--- src/rtl/acc_pkg.sv ---
// Shared definitions for the SHA-256 accelerator slave and its fabric-side host master:
// register map, command/status codes and host FSM state encoding.
package acc_pkg;

  localparam logic [4:0]  ACC_ADDR_CTRL   = 5'd16;
  localparam logic [4:0]  ACC_ADDR_STATUS = 5'd17;

  localparam logic [31:0] CMD_START  = 32'hFFFF_FFFF;
  localparam logic [31:0] CMD_ACK    = 32'h0F0F_0F0F;
  localparam logic [31:0] CMD_SRESET = 32'hFF00_00FF;
  localparam logic [31:0] STAT_DONE  = 32'h1111_1111;
  localparam logic [31:0] STAT_BUSY  = 32'h0F0F_F0F0;

  localparam logic [3:0] ST_IDLE  = 4'd0;
  localparam logic [3:0] ST_LOAD  = 4'd1;
  localparam logic [3:0] ST_START = 4'd2;
  localparam logic [3:0] ST_WAIT  = 4'd3;
  localparam logic [3:0] ST_POLL  = 4'd4;
  localparam logic [3:0] ST_READ  = 4'd5;
  localparam logic [3:0] ST_ACK   = 4'd6;
  localparam logic [3:0] ST_ABORT = 4'd7;
  localparam logic [3:0] ST_DRAIN = 4'd8;
  localparam logic [3:0] ST_RESP  = 4'd9;

  typedef enum logic [3:0] {
    S_IDLE  = ST_IDLE,
    S_LOAD  = ST_LOAD,
    S_START = ST_START,
    S_WAIT  = ST_WAIT,
    S_POLL  = ST_POLL,
    S_READ  = ST_READ,
    S_ACK   = ST_ACK,
    S_ABORT = ST_ABORT,
    S_DRAIN = ST_DRAIN,
    S_RESP  = ST_RESP
  } acc_host_state_e;

endpackage

--- src/rtl/acc_host_master_if.sv ---
// Request/response handshakes and the Avalon-MM initiator bus of acc_host_master.
// Both handshakes: a transfer happens on a rising edge where valid && ready; valid never waits on ready.
interface acc_host_master_if;
  logic         req_valid;
  logic         req_ready;
  logic [511:0] req_block;
  logic         rsp_valid;
  logic         rsp_ready;
  logic [255:0] rsp_hash;
  logic         rsp_timeout;
  logic         av_chipselect;
  logic         av_write;
  logic         av_read;
  logic [4:0]   av_address;
  logic [31:0]  av_writedata;
  logic [31:0]  av_readdata;

  modport master (
    input  req_valid, req_block, rsp_ready, av_readdata,
    output req_ready, rsp_valid, rsp_hash, rsp_timeout,
           av_chipselect, av_write, av_read, av_address, av_writedata
  );

  modport slave (
    output req_valid, req_block, rsp_ready, av_readdata,
    input  req_ready, rsp_valid, rsp_hash, rsp_timeout,
           av_chipselect, av_write, av_read, av_address, av_writedata
  );
endinterface

--- src/rtl/acc_rd_capture.sv ---
// Tracks hash-word reads through the slave's read latency and stores each returned
// word in the hash slot named by the address it was issued with.
module acc_rd_capture #(
  parameter int READ_LATENCY = 1
) (
  input  logic         clk,
  input  logic         reset,
  input  logic         issue,
  input  logic [2:0]   idx,
  input  logic [31:0]  rdata,
  input  logic         clr,
  output logic [255:0] hash
);

  logic [READ_LATENCY-1:0] vld;
  logic [2:0]              tag [READ_LATENCY];
  logic [7:0][31:0]        hash_q;

  always_ff @(posedge clk) begin
    if (reset) begin
      vld    <= '0;
      hash_q <= '0;
      for (int i = 0; i < READ_LATENCY; i++) tag[i] <= '0;
    end else begin
      vld[0] <= issue;
      tag[0] <= idx;
      for (int i = 1; i < READ_LATENCY; i++) begin
        vld[i] <= vld[i-1];
        tag[i] <= tag[i-1];
      end
      if (clr)
        hash_q <= '0;
      else if (vld[READ_LATENCY-1])
        hash_q[tag[READ_LATENCY-1]] <= rdata;
    end
  end

  assign hash = hash_q;

endmodule

--- src/rtl/acc_host_master.sv ---
// Avalon-MM initiator driving one SHA-256 accelerator slave: load block, start, poll,
// read hash, acknowledge, and return the hash (or a timeout) on the response port.
module acc_host_master
  import acc_pkg::*;
#(
  parameter int READ_LATENCY  = 1,
  parameter int POLL_INTERVAL = 4,
  parameter int POLL_TIMEOUT  = 4096
) (
  input  logic              clk,
  input  logic              reset,
  acc_host_master_if.master bus,
  output acc_host_state_e   state_dbg
);

  localparam int              PW        = $clog2(POLL_TIMEOUT + 1);
  localparam logic [PW-1:0]   POLL_MAX  = PW'(POLL_TIMEOUT);
  localparam logic [15:0]     WAIT_LAST = 16'(POLL_INTERVAL - 1);
  localparam logic [15:0]     POLL_LAST = 16'(READ_LATENCY);
  localparam logic [15:0]     READ_LAST = 16'(READ_LATENCY + 7);

  logic [3:0]        state, state_n;
  logic [15:0]       cnt, cnt_n;
  logic [PW-1:0]     poll_cnt, poll_n, poll_inc;
  logic [15:0][31:0] blk_q;
  logic              wr_q, rd_q, cs_q, wr_n, rd_n;
  logic [4:0]        addr_q, addr_n;
  logic [31:0]       data_q, data_n;
  logic              rsp_valid_q, rsp_valid_n, rsp_to_q, rsp_to_n;
  logic              latch, hash_clr, rd_issue;
  logic [255:0]      hash;

  assign poll_inc = (poll_cnt == POLL_MAX) ? poll_cnt : poll_cnt + 1'b1;

  // Bus strobes/address/data are computed for the next cycle so they leave as flops.
  always_comb begin
    state_n     = state;
    cnt_n       = cnt;
    poll_n      = poll_cnt;
    wr_n        = 1'b0;
    rd_n        = 1'b0;
    addr_n      = '0;
    data_n      = '0;
    rsp_valid_n = rsp_valid_q;
    rsp_to_n    = rsp_to_q;
    latch       = 1'b0;
    hash_clr    = 1'b0;
    case (state)
      ST_IDLE: if (bus.req_valid) begin
        state_n  = ST_LOAD;
        latch    = 1'b1;
        wr_n     = 1'b1;
        data_n   = bus.req_block[31:0];
        cnt_n    = '0;
        poll_n   = '0;
        rsp_to_n = 1'b0;
      end
      ST_LOAD: begin
        wr_n = 1'b1;
        if (cnt[3:0] == 4'd15) begin
          state_n = ST_START;
          addr_n  = ACC_ADDR_CTRL;
          data_n  = CMD_START;
        end else begin
          cnt_n  = cnt + 16'd1;
          addr_n = {1'b0, cnt[3:0] + 4'd1};
          data_n = blk_q[cnt[3:0] + 4'd1];
        end
      end
      ST_START: begin
        state_n = ST_WAIT;
        cnt_n   = '0;
      end
      ST_WAIT: begin
        if (cnt == WAIT_LAST) begin
          state_n = ST_POLL;
          rd_n    = 1'b1;
          addr_n  = ACC_ADDR_STATUS;
          cnt_n   = '0;
        end else begin
          cnt_n = cnt + 16'd1;
        end
      end
      ST_POLL: begin
        if (cnt == POLL_LAST) begin
          cnt_n = '0;
          if (bus.av_readdata == STAT_DONE) begin
            state_n = ST_READ;
            rd_n    = 1'b1;
          end else begin
            poll_n = poll_inc;
            if (poll_inc == POLL_MAX) begin
              state_n  = ST_ABORT;
              wr_n     = 1'b1;
              addr_n   = ACC_ADDR_CTRL;
              data_n   = CMD_SRESET;
              hash_clr = 1'b1;
              rsp_to_n = 1'b1;
            end else begin
              state_n = ST_WAIT;
            end
          end
        end else begin
          cnt_n = cnt + 16'd1;
        end
      end
      ST_READ: begin
        if (cnt < 16'd7) begin
          rd_n   = 1'b1;
          addr_n = cnt[4:0] + 5'd1;
        end
        if (cnt == READ_LAST) begin
          state_n = ST_ACK;
          wr_n    = 1'b1;
          addr_n  = ACC_ADDR_CTRL;
          data_n  = CMD_ACK;
          cnt_n   = '0;
        end else begin
          cnt_n = cnt + 16'd1;
        end
      end
      ST_ACK, ST_ABORT: begin
        state_n = ST_DRAIN;
        cnt_n   = '0;
      end
      ST_DRAIN: begin
        if (cnt == 16'd1) begin
          state_n     = ST_RESP;
          rsp_valid_n = 1'b1;
        end else begin
          cnt_n = cnt + 16'd1;
        end
      end
      ST_RESP: if (bus.rsp_ready) begin
        state_n     = ST_IDLE;
        rsp_valid_n = 1'b0;
      end
      default: state_n = ST_IDLE;
    endcase
  end

  always_ff @(posedge clk) begin
    if (reset) begin
      state       <= ST_IDLE;
      cnt         <= '0;
      poll_cnt    <= '0;
      blk_q       <= '0;
      wr_q        <= 1'b0;
      rd_q        <= 1'b0;
      cs_q        <= 1'b0;
      addr_q      <= '0;
      data_q      <= '0;
      rsp_valid_q <= 1'b0;
      rsp_to_q    <= 1'b0;
    end else begin
      state       <= state_n;
      cnt         <= cnt_n;
      poll_cnt    <= poll_n;
      wr_q        <= wr_n;
      rd_q        <= rd_n;
      cs_q        <= wr_n | rd_n;
      addr_q      <= addr_n;
      data_q      <= data_n;
      rsp_valid_q <= rsp_valid_n;
      rsp_to_q    <= rsp_to_n;
      if (latch) blk_q <= bus.req_block;
    end
  end

  // Only hash-word reads feed the capture pipe; status polls share the bus but not the pipe.
  assign rd_issue = rd_q && (state == ST_READ);

  acc_rd_capture #(.READ_LATENCY(READ_LATENCY)) u_capture (
    .clk   (clk),
    .reset (reset),
    .issue (rd_issue),
    .idx   (addr_q[2:0]),
    .rdata (bus.av_readdata),
    .clr   (hash_clr),
    .hash  (hash)
  );

  assign bus.req_ready     = (state == ST_IDLE) && !reset;
  assign bus.rsp_valid     = rsp_valid_q;
  assign bus.rsp_hash      = hash;
  assign bus.rsp_timeout   = rsp_to_q;
  assign bus.av_chipselect = cs_q;
  assign bus.av_write      = wr_q;
  assign bus.av_read       = rd_q;
  assign bus.av_address    = addr_q;
  assign bus.av_writedata  = data_q;
  assign state_dbg         = acc_host_state_e'(state);

endmodule

--- src/flat_wrapper.sv ---
// flat-port wrapper written by rule: the top's interface ports become plain ports
module acc_host_master_flat import acc_pkg::*;
#(
  parameter int READ_LATENCY  = 1,
  parameter int POLL_INTERVAL = 4,
  parameter int POLL_TIMEOUT  = 4096
)
  (clk, reset, state_dbg, bus_req_valid, bus_req_block, bus_rsp_ready, bus_av_readdata, bus_req_ready, bus_rsp_valid, bus_rsp_hash, bus_rsp_timeout, bus_av_chipselect, bus_av_write, bus_av_read, bus_av_address, bus_av_writedata);
  acc_host_master_if bus_i ();
  input  logic clk;
  input  logic reset;
  output acc_host_state_e state_dbg;
  input wire logic [$bits(bus_i.req_valid)-1:0] bus_req_valid;
  input wire logic [$bits(bus_i.req_block)-1:0] bus_req_block;
  input wire logic [$bits(bus_i.rsp_ready)-1:0] bus_rsp_ready;
  input wire logic [$bits(bus_i.av_readdata)-1:0] bus_av_readdata;
  output wire logic [$bits(bus_i.req_ready)-1:0] bus_req_ready;
  output wire logic [$bits(bus_i.rsp_valid)-1:0] bus_rsp_valid;
  output wire logic [$bits(bus_i.rsp_hash)-1:0] bus_rsp_hash;
  output wire logic [$bits(bus_i.rsp_timeout)-1:0] bus_rsp_timeout;
  output wire logic [$bits(bus_i.av_chipselect)-1:0] bus_av_chipselect;
  output wire logic [$bits(bus_i.av_write)-1:0] bus_av_write;
  output wire logic [$bits(bus_i.av_read)-1:0] bus_av_read;
  output wire logic [$bits(bus_i.av_address)-1:0] bus_av_address;
  output wire logic [$bits(bus_i.av_writedata)-1:0] bus_av_writedata;
  assign bus_i.req_valid = bus_req_valid;
  assign bus_i.req_block = bus_req_block;
  assign bus_i.rsp_ready = bus_rsp_ready;
  assign bus_i.av_readdata = bus_av_readdata;
  assign bus_req_ready = bus_i.req_ready;
  assign bus_rsp_valid = bus_i.rsp_valid;
  assign bus_rsp_hash = bus_i.rsp_hash;
  assign bus_rsp_timeout = bus_i.rsp_timeout;
  assign bus_av_chipselect = bus_i.av_chipselect;
  assign bus_av_write = bus_i.av_write;
  assign bus_av_read = bus_i.av_read;
  assign bus_av_address = bus_i.av_address;
  assign bus_av_writedata = bus_i.av_writedata;
  acc_host_master #(.READ_LATENCY(READ_LATENCY), .POLL_INTERVAL(POLL_INTERVAL), .POLL_TIMEOUT(POLL_TIMEOUT)) u_core (.clk(clk), .reset(reset), .bus(bus_i), .state_dbg(state_dbg));
endmodule
--- config.mk ---
export PLATFORM = sky130hd
export DESIGN_NAME = acc_host_master_flat
export DESIGN_NICKNAME = d
export VERILOG_FILES = /design/src/rtl/acc_pkg.sv /design/src/rtl/acc_host_master_if.sv /design/src/rtl/acc_rd_capture.sv /design/src/rtl/acc_host_master.sv /design/src/flat_wrapper.sv
export SDC_FILE = /design/constraint.sdc
export NUM_CORES = 2
export LEC_CHECK = 0
export CORE_MARGIN = 4
export CORE_UTILIZATION = 35
export DETAILED_ROUTE_END_ITERATION = 8
export PLACE_DENSITY = 0.68
export SYNTH_ARGS = -nofsm -noshare
export SYNTH_HDL_FRONTEND = slang
export SYNTH_HIERARCHICAL = 1
export SYNTH_SLANG_ARGS = --single-unit
--- constraint.sdc ---
create_clock -name clk -period 7 [get_ports clk]
set_clock_uncertainty 0.15 [all_clocks]
set_input_delay 0.7 -clock clk [delete_from_list [all_inputs] [get_ports clk]]
set_output_delay 0.7 -clock clk [all_outputs]
set_load 0.02 [all_outputs]
==> results <==
- The flow ran to the end, and the final reports show no timing, DRC or antenna violations.
- The path type of the worst min-delay path is register to register.
- Of the cells placed in the final design, the portion with a size suffix greater than 1 is 0.09061.
- The number of design rule violations left after detail routing is 0.
- The die is 328.6 um tall.
- The die is 328.6 um wide.
- STA classifies the critical path startpoint as an input pin.
- The number of pins with negative max-slew slack in the final report was 0.
- The proportion of synthesized chip area in sequential cells is 0.4712.
- Summed over all failing endpoints, the final setup total negative slack is 0 ns.
- The slew of the pin with the lowest slew margin is approximately 1.4 ns.
- The total leakage power is between 15 and 20 nW.
- Counting distinct cell types in the post-synthesis netlist gives 72.
- Leaving out fill and tap cells, the most frequent cell in the layout is sky130_fd_sc_hd__nand2_1.
- The number of buffers added for setup after CTS is 0.
- The library cell used as clock root buffer is sky130_fd_sc_hd__clkbuf_16.
- Of the total synthesized cell area, the portion taken by full adders, half adders and majority gates is 0.001739.
- The wire length per cell after detailed routing is between 20 and 25 um.
- Synthesis produced a netlist whose cell count is about 3,900.
- The average via count per standard cell is between 5 and 6.
- In this run, the number of DRC markers left after iteration 0 of detailed routing was 2,694.
- The overall track demand over capacity in global routing is 0.2447.
- The peak ir drop on the vdd network is 199.7 uV.
- For the worst flop-to-flop path, the logic depth is 7.
- The region available for standard cell placement spans 101,900 um2.
- The number of antenna violations at the first check in global routing came to 50.
- Leaving out fill and tap cells, the most frequent cells in the layout are 1,106 x sky130_fd_sc_hd__nand2_1, 849 x sky130_fd_sc_hd__clkdlybuf4s50_1, 846 x sky130_fd_sc_hd__dfxtp_1.
- The share of synthesized cell area in and, or, nand and nor gates is 0.2180.
- The via count of the first global-routing pass is 29,920.
- Summed over all nets, the half-perimeter wirelength after detailed placement is 99,950 um.
- The number of violations of the max-capacitance limit is 0.
- The TritonCTS sink count is between 800 and 900.
- The launch point of the worst reg-to-reg path is u_core/cnt[0].
- The deepest clock path buffer count is 3.
- The setup path with the least slack is of type input pin to register.
- Setup repair after global routing left no endpoint under its margin.
- The number of hold buffers added after cts is 0.
- The count of input and output buffers is 850.
- The worst hold path was traced through 2 stages.
- Counting tap cells, the placed design contains a total of 5,788 instances.
- The path with the worst hold slack has its endpoint at u_core/blk_q[226].
- The number of synthesis warnings is 6.
- The number of synthesized register bits is 847.
- The cell area power density is 265.6 nW/um2.
- The internal reg-to-reg setup slack is 3.04 ns.
- The endpoint identified for the worst register-to-register timing path is u_core/bus.av_writedata[2].
- The final-layout fill cell count is 9,604.
- The final cell utilization of the core is 0.4748.
- Entering global routing, the biggest net connects between 200 and 250 pins.
- Yosys attributes the largest share of cell area to sky130_fd_sc_hd__dfxtp_1 47%, sky130_fd_sc_hd__nand2_1 12%, sky130_fd_sc_hd__mux4_2 9.0%.
- In this run the tightest slew margin relative to its limit is 0.05557.
- In this run the most critical hold path is launched from u_core/blk_q[226].
- The fmax is 0.2199 GHz.
- The count of boundary I/O pins is about 850.
- Along the worst path, the maximum fanout reaches 170.
- Of all flip-flops after synthesis, the portion carrying an async set or reset was 0.
- The smallest setup slack after layout is 2.453 ns.
- The critical path data arrival time is 4.95 ns.
- Counting the buffers created by CTS gives 93.
- For this run, the number of standard cells in the final layout without fillers is 5,989.
- The first-pass GRT wire length is 198,900 um.
- The number of hold violations in the final report came to 0.
- TritonCTS built the clock tree.
- Summed over all layers, the routed wires come to 139,100 um.
- The number of levels in the clock H-tree is 3.
- In the final design database the tool counted 5,068 nets.
- The clock-pin slew on the worst setup and hold paths is around 0.060 ns.
- Dividing the final minimum period by the clock period gives 0.6495.
- The effective utilization at floorplan is 0.3532.
- The clock period could shrink to 4.547 ns.
- The biggest area contributor in the post-synthesis netlist is sky130_fd_sc_hd__dfxtp_1.
- The main combinational cell family by area after synthesis is simple AND/OR/NAND/NOR gates.
- The share of the synthesized area in compound gates (AO/OA/AOI/OAI) is 0.09419.
- The post-place setup slack is 1.864 ns.
- Counting every net in the synthesized netlist gives 4,449.
- Data on the critical path is required at its endpoint by 7.40 ns.
- The total of cells resized after clock tree synthesis is 0.
- The count of nets left with antenna violations once routing finished came out at 0.
- The number of placement rows is 117.
- The XOR/XNOR share of the synthesized area is 0.004346.
- For this block, the via count after detailed routing is 31,160.
- The power after layout is between 10 and 15 mW.
- The area share of the largest cell type after synthesis is 0.4712.
- The die covers 108,000 um2.
- STA classifies the critical path endpoint as a register.
- The number of enable flip-flop cells after synthesis is 0.
- For this run the aggregate overflow at the end of global routing stands at 0.
- The most used flip-flop cell after synthesis is sky130_fd_sc_hd__dfxtp_1.
- The final number of setup-violating endpoints is 0.
- Of the post-synthesis cell area, the part taken by muxes is 0.1669.
- The synthesis-to-finish area growth is 34.43%.
- The final RePlAce weighted congestion is 0.8620.
- For this run, the detailed router's first-pass iteration total came to 5.
- The clock reaches the later pin of the worst-skew pair after around 0.66 ns.
- The synthesized area divided by synthesized cell count is between 9 and 10 um2.
- The post-synthesis cell area is 35,980 um2.
## how the worst max path moves through the flow
stage	from	end	slack, ns	cells past startpoint
floorplan	u_core/cnt[0]	u_core/bus.av_writedata[21]	3.71	11
global placement	bus_av_readdata[16]	u_core/u_capture/hash[155]	1.90	9
detailed placement	bus_av_readdata[16]	u_core/u_capture/hash[184]	1.86	9
CTS	bus_av_readdata[16]	u_core/u_capture/hash[140]	2.58	9
global route	bus_av_readdata[16]	u_core/u_capture/hash[140]	2.41	9
finish	bus_av_readdata[16]	u_core/u_capture/hash[140]	2.45	9
## synth_stat cells (11+ instances only)
cell type                     n
sky130_fd_sc_hd__inv_1       14
sky130_fd_sc_hd__nand3_1     30
sky130_fd_sc_hd__or3b_1     241
sky130_fd_sc_hd__o21ai_0     21
sky130_fd_sc_hd__nor4b_1     11
sky130_fd_sc_hd__nor3_1      13
sky130_fd_sc_hd__nor2_1      40
sky130_fd_sc_hd__dfxtp_1    847
sky130_fd_sc_hd__a31oi_1     29
sky130_fd_sc_hd__a21oi_1    545
sky130_fd_sc_hd__nor2b_1     12
sky130_fd_sc_hd__or3b_2      49
sky130_fd_sc_hd__nand4_1     13
sky130_fd_sc_hd__clkbuf_1   266
sky130_fd_sc_hd__nand2_1   1106
sky130_fd_sc_hd__mux4_2     144
sky130_fd_sc_hd__clkbuf_2    23
sky130_fd_sc_hd__buf_2       49
sky130_fd_sc_hd__mux2i_1    276
sky130_fd_sc_hd__buf_1       17
sky130_fd_sc_hd__o21ai_1     21
## where the power goes
group | internal (mW) | switching, mW | leakage [nW]
registers | 5.21 | 0.221 | 6.91
logic | 1.06 | 1.46 | 9.77
clock network | 2.81 | 2.08 | 1.52
## worst max-delay path: stages
cell and delay (ns):
sky130_fd_sc_hd__clkdlybuf4s50_1 0.58, sky130_fd_sc_hd__nor4b_1 1.04, sky130_fd_sc_hd__nand4_1 0.46, sky130_fd_sc_hd__nor2_1 0.37, sky130_fd_sc_hd__nor2_2 0.14, sky130_fd_sc_hd__and4_4 0.32
sky130_fd_sc_hd__buf_12 0.26, sky130_fd_sc_hd__or3b_2 0.70, sky130_fd_sc_hd__mux2i_1 0.19
## stage by stage
step | hold WS [ns] | cell area [um2]
after detailed placement | 0.2933 | 45230
final | 0.3010 | 48370
after floorplan | 0.2831 | 35980
after global placement | 0.2882 | 45230
after CTS | 0.3014 | 48300
after global routing | 0.3152 | 48360
## state kept, by name (all words and copies together), names as in the netlist, 3 cells and up
| name | flops |
|---|---|
| u_core/u_capture/hash | 256 |
| u_core/poll_cnt | 13 |
| u_core/cnt | 16 |
| u_core/bus.av_writedata | 32 |
| u_core/state_dbg | 4 |
| u_core/blk_q | 512 |
| u_core/u_capture/tag | 3 |
| u_core/bus.av_address | 5 |
## routing by layer
| layer | vias to the layer above | GRT usage | routed length, um |
|---|---|---|---|
| met3 | 223 | 0.06141 | 11360 |
| met1 | 15000 | 0.2890 | 53100 |
| li1 | 14730 | - | - |
| met2 | 1175 | 0.4260 | 69830 |
| met5 | - | 0 | 157 |
| met4 | 22 | 0.09600 | 4702 |
## cells by family after synthesis
group / after synthesis
and+or+nand+nor: 1582
buffers and inverters: 379
AOI/OAI and AO/OA: 646
adders and majority gates: 5
DFF: 847
muxes: 420
xor gates and xnor gates: 17
## layout make-up
| cell class | instances | area (um2) | area share |
|---|---|---|---|
| diodes | 30 | 75.07 | 0.001552 |
| clock buffers | 136 | 2740 | 0.05664 |
| clock inverters | 35 | 330.3 | 0.006828 |
| inverters | 15 | 56.30 | 0.001164 |
| multi-input cells | 2670 | 17590 | 0.3636 |
| flip-flops and latches | 847 | 16960 | 0.3506 |
| well taps | 1368 | 1712 | 0.03538 |
| repair buffers | 888 | 8911 | 0.1842 |
No activity file was read; power rests on OpenSTA's default activity.
